### src/rtl/ram_master_lsu.sv
// ram_master_lsu
//   Load/store initiator for a 64-bit doubleword RAM port. Accepts one core
//   access at a time, runs an aligned read, a read-modify-write (sub-dword
//   store) or a direct dword write, then returns load data or a fault.
// Ports
//   clk, rst                  clock, synchronous active-high reset
//   req_valid/req_ready       core request handshake (ready only in IDLE)
//   req_we/size/unsigned      store flag, 0=B 1=H 2=W 3=D, zero-extend loads
//   req_addr/req_wdata        byte address, store data (LSBs per size)
//   rsp_valid/rsp_ready       response handshake, held until accepted
//   rsp_rdata/rsp_fault       extended load data (0 for stores/faults), fault
//   ram_rw/ram_addr/ram_write RAM cycle: write flag, dword address, write data
//   ram_read/ram_exception    combinational RAM read data and range fault
module ram_master_lsu #(
  parameter int XLEN      = 64,
  parameter int BUS_WIDTH = 3
) (
  input  logic            clk,
  input  logic            rst,
  input  logic            req_valid,
  output logic            req_ready,
  input  logic            req_we,
  input  logic [1:0]      req_size,
  input  logic            req_unsigned,
  input  logic [XLEN-1:0] req_addr,
  input  logic [XLEN-1:0] req_wdata,
  output logic            rsp_valid,
  input  logic            rsp_ready,
  output logic [XLEN-1:0] rsp_rdata,
  output logic            rsp_fault,
  output logic            ram_rw,
  output logic [XLEN-1:0] ram_addr,
  output logic [XLEN-1:0] ram_write,
  input  logic [XLEN-1:0] ram_read,
  input  logic            ram_exception
);

  typedef enum logic [1:0] {S_IDLE, S_READ, S_WRITE, S_RESP} state_t;

  state_t          state, state_next;
  logic            r_we, r_unsigned;
  logic [1:0]      r_size;
  logic [XLEN-1:0] r_addr, r_wdata, r_old;

  logic            accept, misaligned;
  logic [2:0]      align_mask;
  logic [2:0]      off;
  logic [XLEN-1:0] shifted, load_ext;
  logic [7:0]      byte_mask;
  logic [XLEN-1:0] bit_mask, merged;

  assign accept = req_valid && req_ready;
  assign off    = r_addr[BUS_WIDTH-1:0];

  // Low address bits that must be zero for a naturally aligned access.
  always_comb begin
    unique case (req_size)
      2'd0:    align_mask = 3'b000;
      2'd1:    align_mask = 3'b001;
      2'd2:    align_mask = 3'b011;
      default: align_mask = 3'b111;
    endcase
    misaligned = |(req_addr[2:0] & align_mask);
  end

  // Load extraction straight from the RAM read bus, captured at the READ edge.
  always_comb begin
    shifted = ram_read >> {off, 3'b000};
    unique case (r_size)
      2'd0:    load_ext = r_unsigned ? {56'd0, shifted[7:0]}
                                     : {{56{shifted[7]}}, shifted[7:0]};
      2'd1:    load_ext = r_unsigned ? {48'd0, shifted[15:0]}
                                     : {{48{shifted[15]}}, shifted[15:0]};
      2'd2:    load_ext = r_unsigned ? {32'd0, shifted[31:0]}
                                     : {{32{shifted[31]}}, shifted[31:0]};
      default: load_ext = shifted;
    endcase
  end

  // Store merge. A dword store has an all-ones mask at offset 0, so the same
  // expression yields req_wdata without needing the (skipped) read data.
  always_comb begin
    unique case (r_size)
      2'd0:    byte_mask = 8'h01;
      2'd1:    byte_mask = 8'h03;
      2'd2:    byte_mask = 8'h0F;
      default: byte_mask = 8'hFF;
    endcase
    byte_mask = byte_mask << off;
    bit_mask  = '0;
    for (int unsigned i = 0; i < 8; i++) begin
      bit_mask[8*i +: 8] = {8{byte_mask[i]}};
    end
    merged = (r_old & ~bit_mask) | ((r_wdata << {off, 3'b000}) & bit_mask);
  end

  always_comb begin
    state_next = state;
    req_ready  = 1'b0;
    rsp_valid  = 1'b0;
    ram_rw     = 1'b0;
    ram_addr   = '0;
    ram_write  = '0;
    unique case (state)
      S_IDLE: begin
        req_ready = 1'b1;
        if (accept) begin
          if (misaligned)                   state_next = S_RESP;
          else if (req_we && req_size == 2'd3) state_next = S_WRITE;
          else                              state_next = S_READ;
        end
      end
      S_READ: begin
        ram_addr = {r_addr[XLEN-1:BUS_WIDTH], {BUS_WIDTH{1'b0}}};
        if (ram_exception) state_next = S_RESP;
        else if (r_we)     state_next = S_WRITE;
        else               state_next = S_RESP;
      end
      S_WRITE: begin
        ram_rw     = 1'b1;
        ram_addr   = {r_addr[XLEN-1:BUS_WIDTH], {BUS_WIDTH{1'b0}}};
        ram_write  = merged;
        state_next = S_RESP;
      end
      default: begin
        rsp_valid = 1'b1;
        if (rsp_ready) state_next = S_IDLE;
      end
    endcase
  end

  always_ff @(posedge clk) begin
    if (rst) begin
      state      <= S_IDLE;
      r_we       <= 1'b0;
      r_unsigned <= 1'b0;
      r_size     <= '0;
      r_addr     <= '0;
      r_wdata    <= '0;
      r_old      <= '0;
      rsp_rdata  <= '0;
      rsp_fault  <= 1'b0;
    end else begin
      state <= state_next;
      unique case (state)
        S_IDLE: begin
          if (accept) begin
            r_we       <= req_we;
            r_unsigned <= req_unsigned;
            r_size     <= req_size;
            r_addr     <= req_addr;
            r_wdata    <= req_wdata;
            r_old      <= '0;
            rsp_rdata  <= '0;
            rsp_fault  <= misaligned;
          end
        end
        S_READ: begin
          r_old <= ram_read;
          if (ram_exception) rsp_fault <= 1'b1;
          else if (!r_we)    rsp_rdata <= load_ext;
        end
        S_WRITE: begin
          if (ram_exception) rsp_fault <= 1'b1;
        end
        default: ;
      endcase
    end
  end

endmodule

### config.mk
export PLATFORM = sky130hd
export DESIGN_NAME = ram_master_lsu
export DESIGN_NICKNAME = d
export VERILOG_FILES = /design/src/rtl/ram_master_lsu.sv
export SDC_FILE = /design/constraint.sdc
export NUM_CORES = 1
export LEC_CHECK = 0
export BUFFER_PORTS_ARGS = -buffer_cell sky130_fd_sc_hd__buf_2
export CORE_MARGIN = 10
export CORE_UTILIZATION = 59
export CTS_BUF_LIST = sky130_fd_sc_hd__clkbuf_4 sky130_fd_sc_hd__clkbuf_8
export CTS_CLUSTER_SIZE = 8
export DETAILED_ROUTE_END_ITERATION = 16
export PLACE_DENSITY = 0.89
export SLEW_MARGIN = 0
export SYNTH_ARGS = -nofsm -noshare
export SYNTH_HDL_FRONTEND = slang
export SYNTH_SLANG_ARGS = --single-unit
### constraint.sdc
create_clock -name clk -period 6.76 [get_ports clk]
set_input_delay 1.352 -clock clk [delete_from_list [all_inputs] [get_ports clk]]
set_output_delay 1.352 -clock clk [all_outputs]
set_load 0.005 [all_outputs]
==> reports/qor.yml <==
synthTopCellsByArea: "dfxtp_1, nand2_1, mux2i_1"
finalHoldViolations: 0
grt_max_degree: 134
overflow: 0
tightest_slew_ns: 1.25
status: "finished, final reports clean"
crit_buf_inv: 2
fp.dieH_um: 174
antenna_left: 0
antenna_found_initial: 5
cts_max_path_buffers: 3
synth.avg_cell_area_um2: 8.21
layout-area-overhead-vs-synth_pct: 19.8
vias: 14600
grtUsageMet1_pct: 42.1
routed_via_density: 6.19
whs_path_depth: 2
p_clk_share_pct: 27.0
synth_top_area_share_pct: 37.5
r2r_cells: 6
layout-drive-gt1-share_pct: 28.8
wl_per_cell_um: 23.0
endpoint_kind: "primary output"
core-area_um2: 23500
slew_violations: 0
finalSetupTns_ns: 0
p_switching_mw: 2.20
insertion_delay_ns: 0.57
synth-seq-cells: 263
cts_buffers: 46
grt_busiest_layer: "met2"
drt_iter0_drc: 1837
cts_resized: 0
portBuffers: 393
synth-main-ff-cell: "dfxtp_1"
gp_congestion: 0.988
p_leak_nw: 7.11
fin_nets: 2218
clock-sinks: 263
max_slew_margin_pct: 15.9
grtUsageTotal_pct: 33.5
drc: 0
p_comb_share_pct: 35.5
max_cap_viol_count: 0
switching_share_pct: 39.5
start_util_pct: 59.9
syn_area_um2: 14100
fmax_mhz: 198
skew_ns: 0.0186
cp_cell_sequence: "buf_4 > a21oi_1 > nor2_1 > o221ai_1 > o211a_1 > buf_2"
synth_cells: 1713
layout_min_cycle_time_ns: 5.06
crit_path_start_kind: "flop"
p_per_area_nw_per_um2: 332
crit_cells: 6
dieArea_um2: 30400
p_int_mw: 3.38
hold_ws_ns: 0.446
cp.required_ns: 5.41
seqPwrFrac_pct: 37.5
mostFrequentLayoutCell: "buf_2"
grt_use_met3_pct: 9.38
finalPower_mw: 5.58
clk_pin_slew_ns: 0.05
cts_tree: "yes"
crit_family: "simple AND/OR/NAND/NOR gates"
cts_hold_buf: 0
yosysWarnings: 0
slowest_delay_ns: 0.92
synth_edf_count: 0
path_class: "reg -> out"
yosys.area.top_type: "dfxtp_1"
critPathMaxFanout: 77
dr.pass1.iters: 8
cts-htree-levels: 2
rsz0062_at_grt: "false"
layout_common_cells: "buf_2, nand2_1, dfxtp_1"
worst_hold_path_type: "reg -> reg"
wirelength_mm: 54.3
cts_root_buf: "clkbuf_8"
rows: 56
dieWidth_um: 174
cp_slowest_cell: "nor2_1"
synth_cell_types: 54
ys_async_sr_fraction_pct: 0
io_pins: 397
grtUsageMet2_pct: 52.3
yosysSeqAreaShare_pct: 37.5
fin_crit_sh_pct: 74.9
setup_viol: 0
post-cts-setup-buffer-count: 0
grt_pass1_vias: 13900
worstPathArrival_ns: 3.71
grt_pass1_wl_mm: 81.5
hpwl_mm: 39.9
ir_drop_uv: 202
==> Yosys cell counts, types with 16 or more instances <==
cell	n
a2bb2oi_1	22
o21ai_0	59
inv_1	23
nand2_1	373
mux2i_1	90
a22oi_1	78
a211oi_1	39
clkbuf_1	113
a21oi_1	176
and2_1	64
a311oi_1	16
mux4_2	38
mux2_2	39
buf_2	25
nor2_1	150
dfxtp_1	263
==> stage by stage <==
stage	std cells	utilization [%]	area [um^2]	setup slack, ns
3_5_place_dp	2283	67.7	15900	2.38
3_3_place_gp	2283	67.7	15900	2.40
2_1_floorplan	1715	-	14100	3.48
6_report	2365	71.7	16800	1.70
4_1_cts	2361	71.7	16800	1.78
5_1_grt	2364	71.7	16800	1.44
==> cells by family (layout without fill, tap and decap cells) <==
logic type	count (synthesis)	after routing	share of synthesized area, %
adders and majority gates	4	4	0.356
muxes	167	167	15.6
other	1	6	0.0267
AOI/OAI and AO/OA	464	464	22.0
buffers and inverters	185	513	5.78
and+or+nand+nor	629	629	18.8
DFF	263	263	37.5
==> power by group through the flow <==
stage / sequential [mW] / clock (mW) / combinational [mW]
3_3_place_gp: 2.10 / 0 / 1.89
3_5_place_dp: 2.10 / 0 / 1.93
2_1_floorplan: 1.94 / 0 / 1.46
5_1_grt: 2.12 / 1.58 / 2.15
6_report: 2.09 / 1.50 / 1.98
4_1_cts: 2.07 / 1.51 / 1.94
==> registers in the layout, indices dropped and copies added, names as in the netlist <==
name / count
r_addr: 64
r_old: 64
r_size: 2
r_unsigned: 1
r_wdata: 64
r_we: 1
rsp_fault: 1
rsp_rdata: 64
state: 2
==> final cells by class <==
| type | count | area (um^2) |
|---|---|---|
| Multi-Input combinational cell | 1267 | 8020 |
| Fill cell | 1891 | 6640 |
| Sequential cell | 263 | 5280 |
| Timing Repair Buffer | 412 | 2120 |
| Clock buffer | 68 | 848 |
| Tap cell | 319 | 399 |
| Inverter | 23 | 86.3 |
| Clock inverter | 10 | 83.8 |
| Antenna cell | 3 | 7.51 |
==> metal layers <==
metal	up-vias	routed length (um)	share of wire [%]
met5	-	39	0.072
met4	6	2740	5.1
met3	198	6240	11
met2	1024	24500	45
met1	6776	20800	38
li1	6639	-	-
==> worst register-to-register path, delay by kind of cell, from the launching register on <==
family | cells | cell delay (ns)
muxes | 2 | 0.97
AOI/OAI and AO/OA | 3 | 0.93
DFF | 1 | 0.93
buffers and inverters | 1 | 0.77
==> path summary, 6_finish.rpt <==
kind | from | end | slack, ns
max reg2reg | r_addr[1]$_SDFFE_PP0P_ | rsp_rdata[34]$_SDFFE_PP0P_ | 3.03
min reg2reg | rsp_rdata[54]$_SDFFE_PP0P_ | rsp_rdata[54]$_SDFFE_PP0P_ | 0.45
min | rsp_rdata[54]$_SDFFE_PP0P_ | rsp_rdata[54]$_SDFFE_PP0P_ | 0.45
max | r_addr[2]$_SDFFE_PP0P_ | ram_write[40] | 1.70
No activity file was read; power rests on OpenSTA's default activity.
